<file path="config.mk">
export PLATFORM = sky130hd
export DESIGN_NAME = uart_rx_deframer
export DESIGN_NICKNAME = d
export VERILOG_FILES = /design/src/rtl/uart_pkg.sv /design/src/rtl/uart_rx_fifo.sv /design/src/rtl/uart_rx_deframer.sv
export SDC_FILE = /design/constraint.sdc
export NUM_CORES = 1
export LEC_CHECK = 0
export ABC_AREA = 1
export BUFFER_PORTS_ARGS = -buffer_cell sky130_fd_sc_hd__buf_2
export CORE_MARGIN = 2
export CORE_UTILIZATION = 35
export DETAILED_ROUTE_END_ITERATION = 6
export GPL_TIMING_DRIVEN = 0
export PLACE_DENSITY_LB_ADDON = 0.25
export SLEW_MARGIN = 20
export SYNTH_ARGS = -nofsm -noshare
export SYNTH_HDL_FRONTEND = slang
export SYNTH_SLANG_ARGS = --single-unit
</file>
<file path="constraint.sdc">
create_clock -name clk -period 2.95 [get_ports clk]
set_clock_uncertainty 0.05 [all_clocks]
set_input_delay 0 -clock clk [delete_from_list [all_inputs] [get_ports clk]]
set_output_delay 0 -clock clk [all_outputs]
set_load 0.05 [all_outputs]
</file>
<file path="src/rtl/uart_pkg.sv">
// Shared types and helpers for the UART receive path.
package uart_pkg;

    typedef enum logic [2:0] {
        IDLE,
        START,
        DATA,
        PARITY,
        STOP
    } rx_state_t;

    // Start, parity and stop bits surrounding the data bits of one frame.
    localparam int unsigned FRAME_OVERHEAD = 3;

    function automatic int unsigned frame_bits(input int unsigned n);
        return n + FRAME_OVERHEAD;
    endfunction

    // Parity bit the transmitter attaches to a data word (zero-extension is harmless).
    function automatic logic parity_of(input logic [63:0] data, input logic odd);
        return odd ? ~(^data) : (^data);
    endfunction

endpackage

</file>
<file path="src/rtl/uart_rx_fifo.sv">
// Synchronous show-ahead FIFO buffering received words; head holds the last
// popped word while empty.
module uart_rx_fifo #(
    parameter int unsigned WIDTH = 8,
    parameter int unsigned DEPTH = 4
) (
    input  logic             clk,
    input  logic             rst,
    input  logic             push_i,
    input  logic [WIDTH-1:0] data_i,
    input  logic             pop_i,
    output logic             full_o,
    output logic             empty_o,
    output logic [WIDTH-1:0] head_o
);

    localparam int unsigned PW = $clog2(DEPTH);

    logic [WIDTH-1:0] mem_q [DEPTH];
    logic [PW-1:0]    wptr_q;
    logic [PW-1:0]    rptr_q;
    logic [PW:0]      count_q;
    logic [WIDTH-1:0] hold_q;

    assign full_o  = (count_q == (PW+1)'(DEPTH));
    assign empty_o = (count_q == '0);
    assign head_o  = empty_o ? hold_q : mem_q[rptr_q];

    // Storage write; contents need no reset since the head is masked while empty.
    always_ff @(posedge clk) begin
        if (push_i) begin
            mem_q[wptr_q] <= data_i;
        end
    end

    // Pointer and occupancy tracking; the popped word is retained for the empty head.
    always_ff @(posedge clk) begin
        if (rst) begin
            wptr_q  <= '0;
            rptr_q  <= '0;
            count_q <= '0;
            hold_q  <= '0;
        end else begin
            if (push_i) begin
                wptr_q <= wptr_q + PW'(1);
            end
            if (pop_i) begin
                rptr_q <= rptr_q + PW'(1);
                hold_q <= mem_q[rptr_q];
            end
            count_q <= count_q + (PW+1)'(push_i) - (PW+1)'(pop_i);
        end
    end

endmodule

</file>
<file path="src/rtl/uart_rx_deframer.sv">
// UART receive deframer: samples start / N data (MSB first) / parity / stop,
// flags bad frames and queues good words for a valid/ready consumer.
module uart_rx_deframer
    import uart_pkg::*;
#(
    parameter int unsigned N          = 8,
    parameter int unsigned BIT_CYCLES = 1,
    parameter int unsigned PARITY_ODD = 0,
    parameter int unsigned FIFO_DEPTH = 4
) (
    input  logic         clk,
    input  logic         rst,
    input  logic         rx,
    output logic [N-1:0] out_data,
    output logic         out_valid,
    input  logic         out_ready,
    output logic         parity_err,
    output logic         frame_err,
    output logic         overflow
);

    localparam int unsigned FRAME_BITS = frame_bits(N);
    localparam int unsigned SAMPLE_OFS = (BIT_CYCLES - 1) / 2;
    localparam int unsigned CW         = $clog2(BIT_CYCLES) + 1;
    localparam int unsigned BW         = $clog2(FRAME_BITS);

    rx_state_t      state_q;
    logic [CW-1:0]  cnt_q;
    logic [BW-1:0]  bitcnt_q;
    logic [N-1:0]   shreg_q;
    logic           par_q;
    logic           armed_q;
    logic           perr_q;
    logic           ferr_q;
    logic           ovf_q;

    logic           at_sample;
    logic           stop_eval;
    logic           par_ok;
    logic           pop;
    logic           push;
    logic           fifo_full;
    logic           fifo_empty;

    // Sample-point detection and stop-bit verdict for the current cycle.
    always_comb begin
        at_sample = (state_q == START) ? (cnt_q == CW'(SAMPLE_OFS))
                                       : (cnt_q == CW'(BIT_CYCLES));
        stop_eval = (state_q == STOP) && at_sample;
        par_ok    = (par_q == parity_of(64'(shreg_q), PARITY_ODD != 0));
        pop       = out_valid && out_ready;
        push      = stop_eval && rx && par_ok && (!fifo_full || pop);
    end

    // Frame FSM; cnt_q counts cycles since the previous sample (or start detect).
    always_ff @(posedge clk) begin
        if (rst) begin
            state_q  <= IDLE;
            cnt_q    <= '0;
            bitcnt_q <= '0;
            shreg_q  <= '0;
            par_q    <= 1'b0;
            armed_q  <= 1'b0;
            perr_q   <= 1'b0;
            ferr_q   <= 1'b0;
            ovf_q    <= 1'b0;
        end else begin
            perr_q <= 1'b0;
            ferr_q <= 1'b0;
            ovf_q  <= 1'b0;
            unique case (state_q)
                IDLE: begin
                    if (rx) begin
                        armed_q <= 1'b1;
                    end else if (armed_q) begin
                        // Zero offset means the detect cycle is itself the start sample.
                        cnt_q    <= CW'(1);
                        bitcnt_q <= '0;
                        state_q  <= (SAMPLE_OFS == 0) ? DATA : START;
                    end
                end
                START: begin
                    if (at_sample) begin
                        cnt_q   <= rx ? '0 : CW'(1);
                        state_q <= rx ? IDLE : DATA;
                    end else begin
                        cnt_q <= cnt_q + CW'(1);
                    end
                end
                DATA: begin
                    if (at_sample) begin
                        cnt_q   <= CW'(1);
                        shreg_q <= {shreg_q[N-2:0], rx};
                        if (bitcnt_q == BW'(N - 1)) begin
                            bitcnt_q <= '0;
                            state_q  <= PARITY;
                        end else begin
                            bitcnt_q <= bitcnt_q + BW'(1);
                        end
                    end else begin
                        cnt_q <= cnt_q + CW'(1);
                    end
                end
                PARITY: begin
                    if (at_sample) begin
                        cnt_q   <= CW'(1);
                        par_q   <= rx;
                        state_q <= STOP;
                    end else begin
                        cnt_q <= cnt_q + CW'(1);
                    end
                end
                STOP: begin
                    if (at_sample) begin
                        cnt_q   <= '0;
                        state_q <= IDLE;
                        if (!rx) begin
                            ferr_q  <= 1'b1;
                            armed_q <= 1'b0;
                        end else if (!par_ok) begin
                            perr_q <= 1'b1;
                        end else if (fifo_full && !pop) begin
                            ovf_q <= 1'b1;
                        end
                    end else begin
                        cnt_q <= cnt_q + CW'(1);
                    end
                end
                default: state_q <= IDLE;
            endcase
        end
    end

    assign parity_err = perr_q;
    assign frame_err  = ferr_q;
    assign overflow   = ovf_q;
    assign out_valid  = !fifo_empty;

    uart_rx_fifo #(
        .WIDTH(N),
        .DEPTH(FIFO_DEPTH)
    ) u_fifo (
        .clk    (clk),
        .rst    (rst),
        .push_i (push),
        .data_i (shreg_q),
        .pop_i  (pop),
        .full_o (fifo_full),
        .empty_o(fifo_empty),
        .head_o (out_data)
    );

endmodule

</file>
==> Yosys cells after proc, flatten, opt, wreduce, memory -nomap -nowiden <==
Memories as Yosys holds them, arrays and structs flattened. A register that Yosys moved wholly into a read port is not among the register bits.
Index checks and enable logic that the tools add are counted.
{ "totals": {"elab_cells": 100, "in_bits": 4, "memories": 1, "out_inout_bits": 12, "register_bits": 36, "ram_bits": 32} }
{ "mem_list": {"columns": ["name", "words", "width", "rd", "rd_ports_with_merged_regs", "wr", "line", "rtl"], "rows": [
  ["u_fifo.mem_q", 4, 8, 1, 1, 1, "uart_rx_fifo.sv:19", "logic [WIDTH-1:0] mem_q [DEPTH];"]
]} }
{ "op_classes": {"reduce_logical": 26, "n_addsub": 6, "n_eq_ne": 16, "muxes": 33, "bitwise": 5} }
{ "ops": {"columns": ["op", "n"], "rows": [
  ["$reduce_xor 64->1", 1],
  ["$mux 3", 7],
  ["$ne 2x2->1 const B", 9],
  ["$mux 4", 4],
  ["$pmux 3 s5", 1],
  ["$mux 1", 14],
  ["$mux 8", 1],
  ["$pmux 4 s2", 1],
  ["$reduce_and 4->1", 2],
  ["$reduce_and 7->1", 1],
  ["$eq 3x2->1 const B", 2],
  ["$eq 3x3->1 const B", 2],
  ["$logic_and 1x1->1", 6],
  ["$logic_not 3->1", 2],
  ["$mux 2", 3],
  ["$not 1->1", 5],
  ["$reduce_or 5->1", 1],
  ["$add 2x1->2 const B", 2],
  ["$add 4x1->4 const B", 1],
  ["$eq 4x3->1 const B", 1],
  ["$pmux 1 s4", 1],
  ["$reduce_and 2->1", 2],
  ["$reduce_bool 2->1", 2],
  ["$reduce_bool 4->1", 1],
  ["other kinds (12)", 14]
]} }

==> Depth between registers and ports, before layout <==
Gate-level depths: netlist of the first run.
{ "logic_depth": {"depth_word": 8, "mapped_depth": 17, "mapped_depth_nobuf": 17} }

==> By module <==
A second synthesis of the first run with hierarchy kept.
{ "unflattened": {"cells_unflattened": 369, "hier_area_um2": 3198.1} }
{ "modules_own_cells": {"columns": ["mod", "cells_per_inst", "n_inst", "area_per_inst_um2", "seq_area_each_um2"], "rows": [
  ["uart_rx_fifo", 193, 1, 2029.4, 1301.2],
  ["uart_rx_deframer", 176, 1, 1168.6, 420.4]
]} }

==> Worst setup path after synthesis of the first run <==
OpenSTA, ideal clock, no wires.
{ "synth_path": {"path_kind": "register to register", "from": "register state_q[2]", "to": "register u_fifo.count_q[2]", "synth_period_minus_slack_ps": 2371, "setup_time_ps": 120, "arrival_ps": 2201, "stages_incl_launch_ff": 14, "path_slack_ps": 579, "required_ps": 2780, "path_buffers": 0, "path_cell_list": "dfxtp_1 > inv_2 > nand3_1 > ha_1 > nand2_1 > nor3_2 > nand2_2 > inv_1 > ha_1 > inv_1 > fa_1 > xor2_1 > o21ai_0 > a21oi_1"} }
{ "synth_via": {"elab_chain_len": 8, "word_cells_on_any_way": 9, "cone_classes": "2 x add/sub; 2 x eq/ne; 1 x mux; 4 x reduce/logical"} }
{ "synth_lines": {"columns": ["item", "line", "rtl"], "rows": [
  ["start, declared", "uart_rx_deframer.sv:27", "rx_state_t state_q;"],
  ["start signal, assigned", "uart_rx_deframer.sv:79", "state_q <= (SAMPLE_OFS == 0) ? DATA : START;"],
  ["start signal, assigned", "uart_rx_deframer.sv:85", "state_q <= rx ? IDLE : DATA;"],
  ["$eq 3x1->1", "uart_rx_deframer.sv:47", "at_sample = (state_q == START) ? (cnt_q == CW'(SAMPLE_OFS))"],
  ["$mux 1", "uart_rx_deframer.sv:47", null],
  ["$logic_and 1x1->1 (*)", "uart_rx_deframer.sv:49", "stop_eval = (state_q == STOP) && at_sample;"],
  ["$logic_and 1x1->1 (*) (3 in series)", "uart_rx_deframer.sv:52", "push = stop_eval && rx && par_ok && (!fifo_full || pop);"],
  ["named net push", "uart_rx_deframer.sv:41", "logic push;"],
  ["$add 3x1->3 (*)", "uart_rx_fifo.sv:51", "count_q <= count_q + (PW+1)'(push_i) - (PW+1)'(pop_i);"],
  ["$sub 3x1->3 (*)", "uart_rx_fifo.sv:51", null],
  ["end signal, assigned", "uart_rx_fifo.sv:51", null],
  ["end, declared", "uart_rx_fifo.sv:22", "logic [PW:0] count_q;"]
]} }
Mark *: on every way through the listed nets, which the timed path passes. The rest lies on a longest branch.
A chain may end at the register's enable or synchronous reset.

==> Final worst setup path of the first run <==
Ends and elaborated chain as after synthesis.

==> summary.txt, run 1 <==
CTS
  – Total setup buffers inserted after CTS: 0
  – Root Driver: clkbuf_8
  – # hold bufs at CTS: 2
  – Clock latency on the worst-skew pair: 0.34 ns
  – Clock Pin Slew Worst Setup and Hold Paths: 0.07 ns
  – CTS resizes: 0
  – H-tree level count: 3
  – Num Clock Sinks: 70
  – CTS tree: built
  – Num CTS Buffers: 9
  – Clock Path Buffers: 2

Critical path
  – CP Capture Type: flip-flop
  – Critical-path top delay cell: ha_1
  – Worst setup SP type: flip-flop
  – Max FO, Critical Path: 9
  – Crit path max-delay family: adder cells
  – WS Path Type: flip-flop to flip-flop
  – Slowest stage delay, CP: 0.41 ns
  – CP arrival: 2.82 ns
  – Buf/Inv on CP: 3
  – Data required, critical path: 3.12 ns
  – CP cell instances: inv_2 -> nand3_1 -> ha_1 -> nand2_1 -> nor3_2 -> nand2_2 -> inv_1 -> ha_1 -> inv_1 -> fa_1 -> xor2_1 -> o21ai_0 -> a21oi_1

STA
  – Slew @ Worst Pin: 0.809 ns
  – Fmax: 378 MHz
  – Fin Hold WS: 0.0245 ns
  – Final setup violation count: 0
  – Final Critical Period: 2.64 ns
  – Slew HR: 0.459
  – Setup_tns: 0 ns
  – Final hold vios: 0
  – Final Cycle Share: 0.896
  – Fin. max-slew vios: 0
  – Unrepaired setup endpoints after global routing: no

Yosys
  – Syn Nets: 358
  – Syn avg cell area: 9.04 sq um
  – Synth Warn #: 0
  – #FFs+latches synth: 70
  – Syn Inst Count: 344
  – Syn Std Cell Area: 3110 sq um
  – Yosys top cell area share: 0.309
  – Synth unique cells: 32
  – Post-synthesis sequential area ratio: 0.554
  – Cell taking the most area after synthesis: edfxtp_1
  – Area contributors post-synth: edfxtp_1, dfxtp_1, o21ai_0, a21oi_1, inv_1

Floorplanning
  – # IOs: 16
  – Core Box Area: 8680 sq um
  – Placement row count: 34
  – Die X-Extent: 98.3 microns
  – Die Ht: 98.3 microns
  – Die area: 9650 sq um
  – Initial Util: 0.358

Power
  – Power Density: 1050 nW/um^2
  – Total power: 3750 uW
  – Max VDD drop: 0.422 mV
  – Pleak: 0.00150 uW

Global routing
  – Initial antenna violation count: 0
  – Global-route wire length before repair: 10,500 microns
  – Total GRT Usage: 0.139
  – Largest net degree at the start of global routing: 13
  – Total gr overflow: 0
  – Vias in the first global route: 2,273

Route
  – Final wirelength: 6320 microns
  – TritonRoute pass-1 iters: 6
  – DRC Markers: 0
  – Post-route ant nets: 0
  – WL per Instance: 13.0 microns
  – Vias: 2,367
  – DR iter-0 viols: 107
  – DR vias/cell: 4.88

Job
  – Max Cap Violations: 0

Cells and area
  – Final core occ: 0.410
  – Nets@finish: 386
  – Layout area overhead: 14.3%
  – Share of layout cells above drive strength 1: 0.156
  – Final Cell Area: 3550 sq um
  – Diode count: 0
  – Most frequent cells in the layout: nor2_1, inv_1, o21ai_0, dfxtp_1, a21oi_1

Outcome
  – Status: finished, final reports clean

Placement
  – Input/output buffers: 15
  – Placed Area: 3320 sq um
  – Final GP Congestion: 0.814
  – Detailed placement HPWL: 4360 microns

Min path
  – Hold WC Path Type: input pin to flip-flop
==> synth_stat cells (all sizes together) <==
library cell / instances
a22o: 1
and3b: 1
dfxtp: 38
o21ai: 50
nand2: 38
fa: 1
nor2: 50
xor2: 2
o22ai: 8
nor4: 1
inv: 54
a21oi: 37
nand3: 6
a211oi: 3
clkbuf: 5
nand4: 1
ha: 9
edfxtp: 32
buf: 4
nor3: 3
==> worst register-to-register path, cell delays in order, from the launching register on <==
cell	delay (ns)
dfxtp_1	0.36
inv_2	0.13
nand3_1	0.13
ha_1	0.41
nand2_1	0.11
nor3_2	0.18
nand2_2	0.15
inv_1	0.09
ha_1	0.14
inv_1	0.05
fa_1	0.37
xor2_1	0.16
o21ai_0	0.14
a21oi_1	0.05
==> flip-flops by register name, indices dropped and copies added, names as in the netlist, 2 cells and up, named ones only <==
signal,count
u_fifo.mem_q,32
u_fifo.wptr_q,2
u_fifo.count_q,3
u_fifo.hold_q,8
u_fifo.rptr_q,2
state_q,3
bitcnt_q,4
shreg_q,8
==> report_power, final <==
group | switching [uW] | internal, uW | leakage, uW | total (uW)
Clock | 349 | 478 | 0.0000998 | 827
Combinational | 1160 | 441 | 0.000792 | 1600
Sequential | 137 | 1180 | 0.000608 | 1320
==> logic make-up (layout without fill, tap and decap cells) <==
kind of cell,Yosys count,in the layout,synth area share
AO/OA/AOI/OAI,99,99,0.177
XOR/XNOR,2,2,0.00563
adder cells (fa/ha/maj),10,10,0.0427
buffers and inverters,63,96,0.0805
flip-flops,70,70,0.554
AND/OR/NAND/NOR,100,100,0.140
==> stage by stage <==
stage,std cells,worst slack [ns]
finish,485,0.306
global route,485,0.0553
detailed placement,467,0.308
floorplan,344,0.579
global placement,467,0.362
CTS,485,0.294
==> layer usage <==
layer | up-vias | share of wire | global-route usage
li1 | 1206 | - | -
met5 | - | 0 | 0
met3 | 13 | 0.047 | 0.0394
met2 | 71 | 0.48 | 0.229
met1 | 1077 | 0.46 | 0.170
met4 | 0 | 0.016 | 0.0611
==> layout make-up <==
class / count / area (sq um)
multi-input combinational: 211 / 1140
tap: 108 / 135
fill: 875 / 5120
buffer: 9 / 47.5
clock buffer: 11 / 131
timing repair buffer: 17 / 95.1
clock inverter: 5 / 83.8
inverter: 54 / 203
sequential: 70 / 1720
==> worst paths after layout <==
check | start | end | slack, ns | cells past startpoint
worst min-delay path | out_ready | u_fifo.rptr_q[1] | 0.02 | 5
worst min register to register | u_fifo.count_q[2] | u_fifo.count_q[2] | 0.41 | 1
worst max-delay path | state_q[2] | u_fifo.count_q[2] | 0.31 | 13
worst max register to register | state_q[2] | u_fifo.count_q[2] | 0.31 | 13
No activity file was read; power rests on OpenSTA's default activity.
==> inputs of run 2 (changes only) <==
CORE_UTILIZATION = 60   (was 35)
PLACE_DENSITY_LB_ADDON = 0.05   (was 0.25)
==> run 2 against run 1 <==
  * Register-to-register slack got worse by 0.05 ns
  * Cell count fell by 7.6%
  * Largest power group unchanged
  * Via count decreased by 0.25%
  * Routed wire length increased by 0.68%
  * Design area fell by 0.70%
  * Power rose by 0.49%
  * Sequential cell count unchanged
==> summary.txt, run 2 (synthesized netlist as in run 1, its figures left out) <==
Outcome
  – Status: finished, final reports clean

CTS
  – Clock Pin Slew Worst Setup and Hold Paths: 0.08 ns (about the same)
  – Num CTS Buffers: 9 (unchanged)
  – Num Clock Sinks: 70 (unchanged)
  – Clock latency on the worst-skew pair: 0.34 ns (about the same)
  – CTS tree: built
  – Total setup buffers inserted after CTS: 0 (unchanged)
  – CTS resizes: 0 (unchanged)
  – Clock Path Buffers: 2 (unchanged)
  – Root Driver: clkbuf_8
  – H-tree level count: 3 (unchanged)

Critical path
  – Worst setup SP type: flip-flop
  – Register-to-register setup slack: 0.26 ns (-0.05 ns)
  – CP Capture Type: flip-flop
  – Reg-to-reg critical path endpoint: u_fifo.count_q[2]
  – Crit path max-delay family: adder cells
  – Crit path launch: u_fifo.count_q[1]
  – Slowest stage delay, CP: 0.43 ns (+0.02 ns)
  – CP cell instances: nor2_1 -> nand2_2 -> nand2_1 -> inv_1 -> clkbuf_1 -> ha_1 -> inv_1 -> ha_1 -> inv_1 -> fa_1 -> xor2_1 -> o21ai_0 -> a21oi_1
  – Max FO, Critical Path: 10 (+1)
  – WS Path Type: flip-flop to flip-flop
  – CP arrival: 2.87 ns (+0.05 ns)
  – R2R depth: 13 (unchanged)
  – R2R Path Start: u_fifo.count_q[1]
  – Data required, critical path: 3.13 ns (about the same)
  – Most frequent CP cell: inv_1
  – Buf/Inv on CP: 4 (+1)
  – Critical-path top delay cell: dfxtp_1

Job
  – Max Cap Violations: 0 (unchanged)

Cells and area
  – Max FFs per register: 32 (unchanged)
  – Share of layout cells above drive strength 1: 0.161 (+0.00488)
  – Diode count: 0 (unchanged)
  – Layout area overhead: 13.5%
  – Nets@finish: 387 (+0.26%)
  – Most frequent cells in the layout: nor2_1, inv_1, o21ai_0, dfxtp_1, a21oi_1
  – Largest registers: u_fifo.mem_q x32, shreg_q x8, u_fifo.hold_q x8
  – Layout fillers: 400 (-54%)
  – Final core occ: 0.700 (+0.290)
  – Largest register by flop count: u_fifo.mem_q

Global routing
  – Global-route wire length before repair: 10,500 microns (-0.39%)
  – Initial antenna violation count: 0 (unchanged)
  – Total gr overflow: 0 (unchanged)
  – Total GRT Usage: 0.231 (+0.0921)
  – Vias in the first global route: 2,290 (+0.75%)
  – Largest net degree at the start of global routing: 13 (unchanged)

Route
  – DR vias/cell: 5.27 (+8.0%)
  – TritonRoute pass-1 iters: 4 (-2)
  – WL per Instance: 14.2 microns (+9.0%)
  – DR iter-0 viols: 96 (-10%)
  – DRC Markers: 0 (unchanged)
  – Post-route ant nets: 0 (unchanged)
  – Final wirelength: 6360 microns (+0.68%)
  – Vias: 2,361 (-0.25%)

Power
  – Power Density: 1070 nW/um^2 (+1.2%)
  – P_sw: 1660 uW (+0.41%)
  – Switching power share of the total: 0.440 (about the same)
  – Clock power share: 0.223 (+0.002)
  – Comb pwr share: 0.426 (-0.002)
  – Internal Power: 2110 uW (+0.54%)
  – Sequential power share: 0.351 (about the same)
  – Max VDD drop: 0.814 mV (+93%)
  – Pleak: 0.00152 uW (+1.2%)

Min path
  – HP Start: rst
  – Worst Hold Path EP: u_fifo.count_q[1]
  – Hold WC Path Type: input pin to flip-flop
  – Hold Path Stages: 3 (-2)

STA
  – Fmax: 372 MHz (-1.7%)
  – Final setup violation count: 0 (unchanged)
  – Fin Hold WS: 0.404 ns (+0.379 ns)
  – Final hold vios: 0 (unchanged)
  – Post-route setup slack: 0.260 ns (-0.0459 ns)
  – Unrepaired setup endpoints after global routing: no
  – Slew @ Worst Pin: 0.853 ns (+0.0435 ns)
  – Final Critical Period: 2.69 ns (+0.0459 ns)
  – Fin. max-slew vios: 0 (unchanged)
  – Slew HR: 0.429 (-0.0291)
  – Setup_tns: 0 ns (unchanged)
  – Final Cycle Share: 0.912 (+0.0156)

Floorplanning
  – Die Ht: 76.0 microns (-23%)
  – Initial Util: 0.617 (+0.258)
  – Die area: 5770 sq um (-40%)
  – Placement row count: 26 (-24%)
  – # IOs: 16 (unchanged)
  – Die X-Extent: 76.0 microns (-23%)
  – Core Box Area: 5040 sq um (-42%)

Placement
  – Input/output buffers: 15 (unchanged)
  – Detailed placement HPWL: 4310 microns (-1.1%)
  – Post-Place Worst Slack: 0.316 ns (+0.00815 ns)
  – Final GP Congestion: 0.795 (-2.2%)
==> run 2: worst max-delay path by stage <==
| stage | end | slack (ns) | cells past startpoint |
|---|---|---|---|
| after global routing | u_fifo.count_q[2] | 0.06 | 13 |
| after CTS | u_fifo.count_q[2] | 0.28 | 13 |
| final | u_fifo.count_q[2] | 0.26 | 13 |
| after global placement | u_fifo.count_q[2] | 0.35 | 13 |
| after floorplan | u_fifo.count_q[2] | 0.58 | 13 |
| after detailed placement | u_fifo.count_q[2] | 0.32 | 13 |
==> run 2: per-stage QoR <==
step	instance area, sq um	cells	total power (uW)
after floorplan	3110	344	2580
after global placement	3270	429	2890
after detailed placement	3270	429	2930
after CTS	3530	448	3770
after global routing	3530	448	4000
final	3530	448	3770
==> run 2: layout make-up <==
type,count,area [sq um],share of cell area
buffer,9,47.5,0.0135
sequential,70,1720,0.488
clock inverter,4,51.3,0.0145
timing repair buffer,18,105,0.0298
multi-input combinational,211,1140,0.322
inverter,54,203,0.0574
clock buffer,12,176,0.0500
tap,70,87.6,0.0248
==> run 2: tightest hold or removal path, stage by stage <==
cell           delay (ns)
dlygate4sd3_1        0.52
buf_2                0.18
nor2_1               0.05
==> run 2: power by group through the flow <==
stage,clock network [uW],logic [uW],registers [uW]
floorplan,0,1280,1300
global placement,0,1560,1330
detailed placement,0,1590,1340
CTS,853,1600,1320
global route,889,1770,1340
finish,841,1600,1320
==> run 2: per-layer routing <==
metal / vias up / global-route usage / wire (microns)
li1: 1203 / - / -
met1: 1119 / 0.275 / 2840
met2: 33 / 0.422 / 3210
met3: 6 / 0.0521 / 261
met4: 0 / 0.0600 / 43
met5: - / 0 / 0
==> run 2: repair_timing <==
item | CTS | global route
endpoints found under the hold margin | 8 | 0
endpoints found under the setup margin | 0 | 0
hold buffers | 3 | 0
==> inputs of run 3 (changes only) <==
ABC_AREA = default   (was 1)
==> run 3 against run 2 <==
  * Hold slack got worse by 0.29 ns
  * Via count down 13%
  * Power decreased by 14%
  * Maximum frequency shrank 3.9%
  * Global-route usage is 1.5 points lower
  * Die area down 0.42%
  * Largest power group unchanged
==> summary.txt, run 3 <==
Cells and area
  – Nets@finish: 314 (-19%)
  – Final core occ: 0.712 (+0.0117)
  – Final Cell Area: 3590 sq um (+1.7%)
  – Most frequent cells in the layout: nand2_1, dfxtp_1, edfxtp_1, a21oi_1, buf_2
  – Share of layout cells above drive strength 1: 0.246 (+0.0845)
  – Largest register by flop count: u_fifo.mem_q
  – Largest registers: u_fifo.mem_q x32, shreg_q x8, u_fifo.hold_q x8
  – Layout area overhead: 15.9%
  – Diode count: 0 (unchanged)
  – Commonest non-fill, non-tap cell in the layout: nand2_1
  – Max FFs per register: 32 (unchanged)

Global routing
  – Largest net degree at the start of global routing: 14 (+1)
  – Total GRT Usage: 0.216 (-0.0150)
  – Initial antenna violation count: 0 (unchanged)
  – Global-route wire length before repair: 8810 microns (-16%)
  – Total gr overflow: 0 (unchanged)
  – Vias in the first global route: 1,850 (-19%)

Critical path
  – Most frequent CP cell: inv_2
  – CP cell instances: nand2b_4 -> nor2_4 -> inv_2 -> ha_4 -> buf_6 -> nor4bb_4 -> nand4_1 -> mux2i_4 -> ha_2 -> inv_2 -> fa_2 -> xor2_2 -> xnor2_1 -> nor2_1
  – Register-to-register setup slack: 0.15 ns (-0.11 ns)
  – WS Path Type: flip-flop to flip-flop
  – Worst setup SP type: flip-flop
  – CP arrival: 2.98 ns (+0.11 ns)
  – R2R Path Start: state_q[2]
  – Max FO, Critical Path: 6 (-4)
  – CP Capture Type: flip-flop
  – Slowest stage delay, CP: 0.36 ns (-0.07 ns)
  – Crit path launch: state_q[2]
  – Data required, critical path: 3.13 ns (about the same)
  – Critical-path top delay cell: dfxtp_4

Outcome
  – Status: finished, final reports clean

Floorplanning
  – Die X-Extent: 75.8 microns (-0.21%)
  – Initial Util: 0.614 (-0.00273)
  – Core Box Area: 5040 sq um (unchanged)
  – # IOs: 16 (unchanged)
  – Die area: 5750 sq um (-0.42%)
  – Placement row count: 26 (unchanged)
  – Die Ht: 75.8 microns (-0.21%)

Route
  – Final wirelength: 5820 microns (-8.5%)
  – Post-route ant nets: 0 (unchanged)
  – TritonRoute pass-1 iters: 4 (unchanged)
  – Vias: 2,044 (-13%)
  – WL per Instance: 15.5 microns (+9.3%)
  – DR vias/cell: 5.45 (+3.4%)
  – DR iter-0 viols: 119 (+24%)
  – DRC Markers: 0 (unchanged)

CTS
  – Clock Path Buffers: 2 (unchanged)
  – Num CTS Buffers: 9 (unchanged)
  – CTS tree: built
  – Root Driver: clkbuf_8
  – H-tree level count: 3 (unchanged)
  – Num Clock Sinks: 70 (unchanged)
  – Clock latency on the worst-skew pair: 0.35 ns (about the same)
  – Clock Pin Slew Worst Setup and Hold Paths: 0.08 ns (about the same)

Placement
  – Final GP Congestion: 0.790 (-0.64%)
  – Detailed placement HPWL: 3710 microns (-14%)
  – Input/output buffers: 15 (unchanged)
  – Placed Area: 3300 sq um (+0.84%)

STA
  – Slew HR: 0.467 (+0.0373)
  – Fmax: 357 MHz (-3.9%)
  – Final setup violation count: 0 (unchanged)
  – Unrepaired setup endpoints after global routing: yes
  – Fin Hold WS: 0.117 ns (-0.287 ns)
  – Setup_tns: 0 ns (unchanged)
  – Final hold vios: 0 (unchanged)
  – Slew @ Worst Pin: 0.794 ns (-0.0590 ns)
  – Final Cycle Share: 0.949 (+0.0372)
  – Fin. max-slew vios: 0 (unchanged)
  – Final Critical Period: 2.80 ns (+0.110 ns)

Yosys
  – Yosys top cell area share: 0.310 (+0.00137)
  – Top-count cell post-synth: nand2_1
  – #FFs+latches synth: 70 (unchanged)
  – Syn Std Cell Area: 3100 sq um (-0.44%)
  – Top cells by count, synth: nand2_1, dfxtp_1, edfxtp_1
  – Synth unique cells: 45 (+41%)
  – Area contributors post-synth: edfxtp_1, dfxtp_1, mux4_2, nand2_1, a21oi_1
  – Post-synthesis sequential area ratio: 0.556 (+0.00246)
  – EDFF count, synth: 32 (unchanged)
  – Synth Warn #: 0 (unchanged)
  – Syn avg cell area: 11.6 sq um (+28%)
  – Syn Nets: 282 (-21%)
  – Top_reg_cell synth: dfxtp_1
  – Async S/R FF share, synth: 0 (unchanged)
  – Cell taking the most area after synthesis: edfxtp_1
  – Syn Inst Count: 268 (-22%)

Power
  – Pleak: 0.00129 uW (-15%)
  – Power Density: 908 nW/um^2 (-15%)
  – Max VDD drop: 0.556 mV (-32%)
  – Total power: 3260 uW (-14%)

Min path
  – Hold WC Path Type: input pin to flip-flop
  – HP Start: rx

Job
  – Max Cap Violations: 0 (unchanged)
==> run 3: changes by cell type after synthesis, moves of 8 or more <==
cell,previous run,this run
o22ai_1,8,0
inv_1,47,9
a21oi_1,36,25
nor2_1,47,15
nand2_1,31,39
mux4_2,0,8
o21ai_0,43,7
mux2_2,0,9
==> run 3: critical path, delay by kind of cell (launching register included) <==
family	cells	cell delay [ns]
flip-flops	1	0.36
XOR/XNOR	2	0.32
buffers and inverters	3	0.18
multiplexers	1	0.23
adder cells (fa/ha/maj)	3	0.81
AND/OR/NAND/NOR	5	0.71
==> run 3: power breakdown <==
part           internal, uW  switching, uW  total (uW)
clock network           355            358         713
registers              1100           76.0        1180
logic                   531            838        1370
==> run 3: worst paths after layout <==
kind | endpoint | cells after the start
max reg2reg | u_fifo.count_q[2] | 14
min reg2reg | u_fifo.hold_q[5] | 2
max | u_fifo.count_q[2] | 14
min | state_q[0] | 5
==> run 3: cell type report <==
cell class              instances  area [sq um]
clock inverters                 5          33.8
fillers                       356          1450
clock buffers                  11           153
well taps                      70          87.6
flip-flops and latches         70          1730
inverters                       9          33.8
plain buffers                  13          70.1
repair buffers                 22           133
multi-input cells             175          1350
==> run 3: cells by family (layout without fill, tap and decap cells) <==
family / Yosys count / count (layout) / synth area share
and+or+nand+nor: 94 / 94 / 0.152
DFF: 70 / 70 / 0.556
AOI/OAI and AO/OA: 40 / 40 / 0.0744
buffers and inverters: 23 / 60 / 0.0295
muxes: 21 / 21 / 0.108
adders and majority gates: 10 / 10 / 0.0428
xor gates and xnor gates: 10 / 10 / 0.0372
==> run 3: routing by layer <==
metal,routed length (microns),up-vias,GRT usage
met1,2570,982,0.265
met3,191,8,0.0833
met4,93,0,0.0819
li1,-,1026,-
met2,2960,28,0.347
met5,0,-,0
==> run 3: timing repair <==
action	CTS	global route
hold buffers	2	0
pin swaps	1	6
setup endpoints to repair	1	9
gates resized for setup	4	12
endpoints found under the hold margin	2	0
gates cloned	0	0
setup buffers	1	4
==> run 3: stage by stage <==
stage          worst slack, ns  cells
3_5_place_dp            -0.178    353
3_3_place_gp            -0.153    353
2_1_floorplan           0.0808    268
6_report                 0.150    375
5_1_grt                -0.0425    375
4_1_cts                 0.0402    371
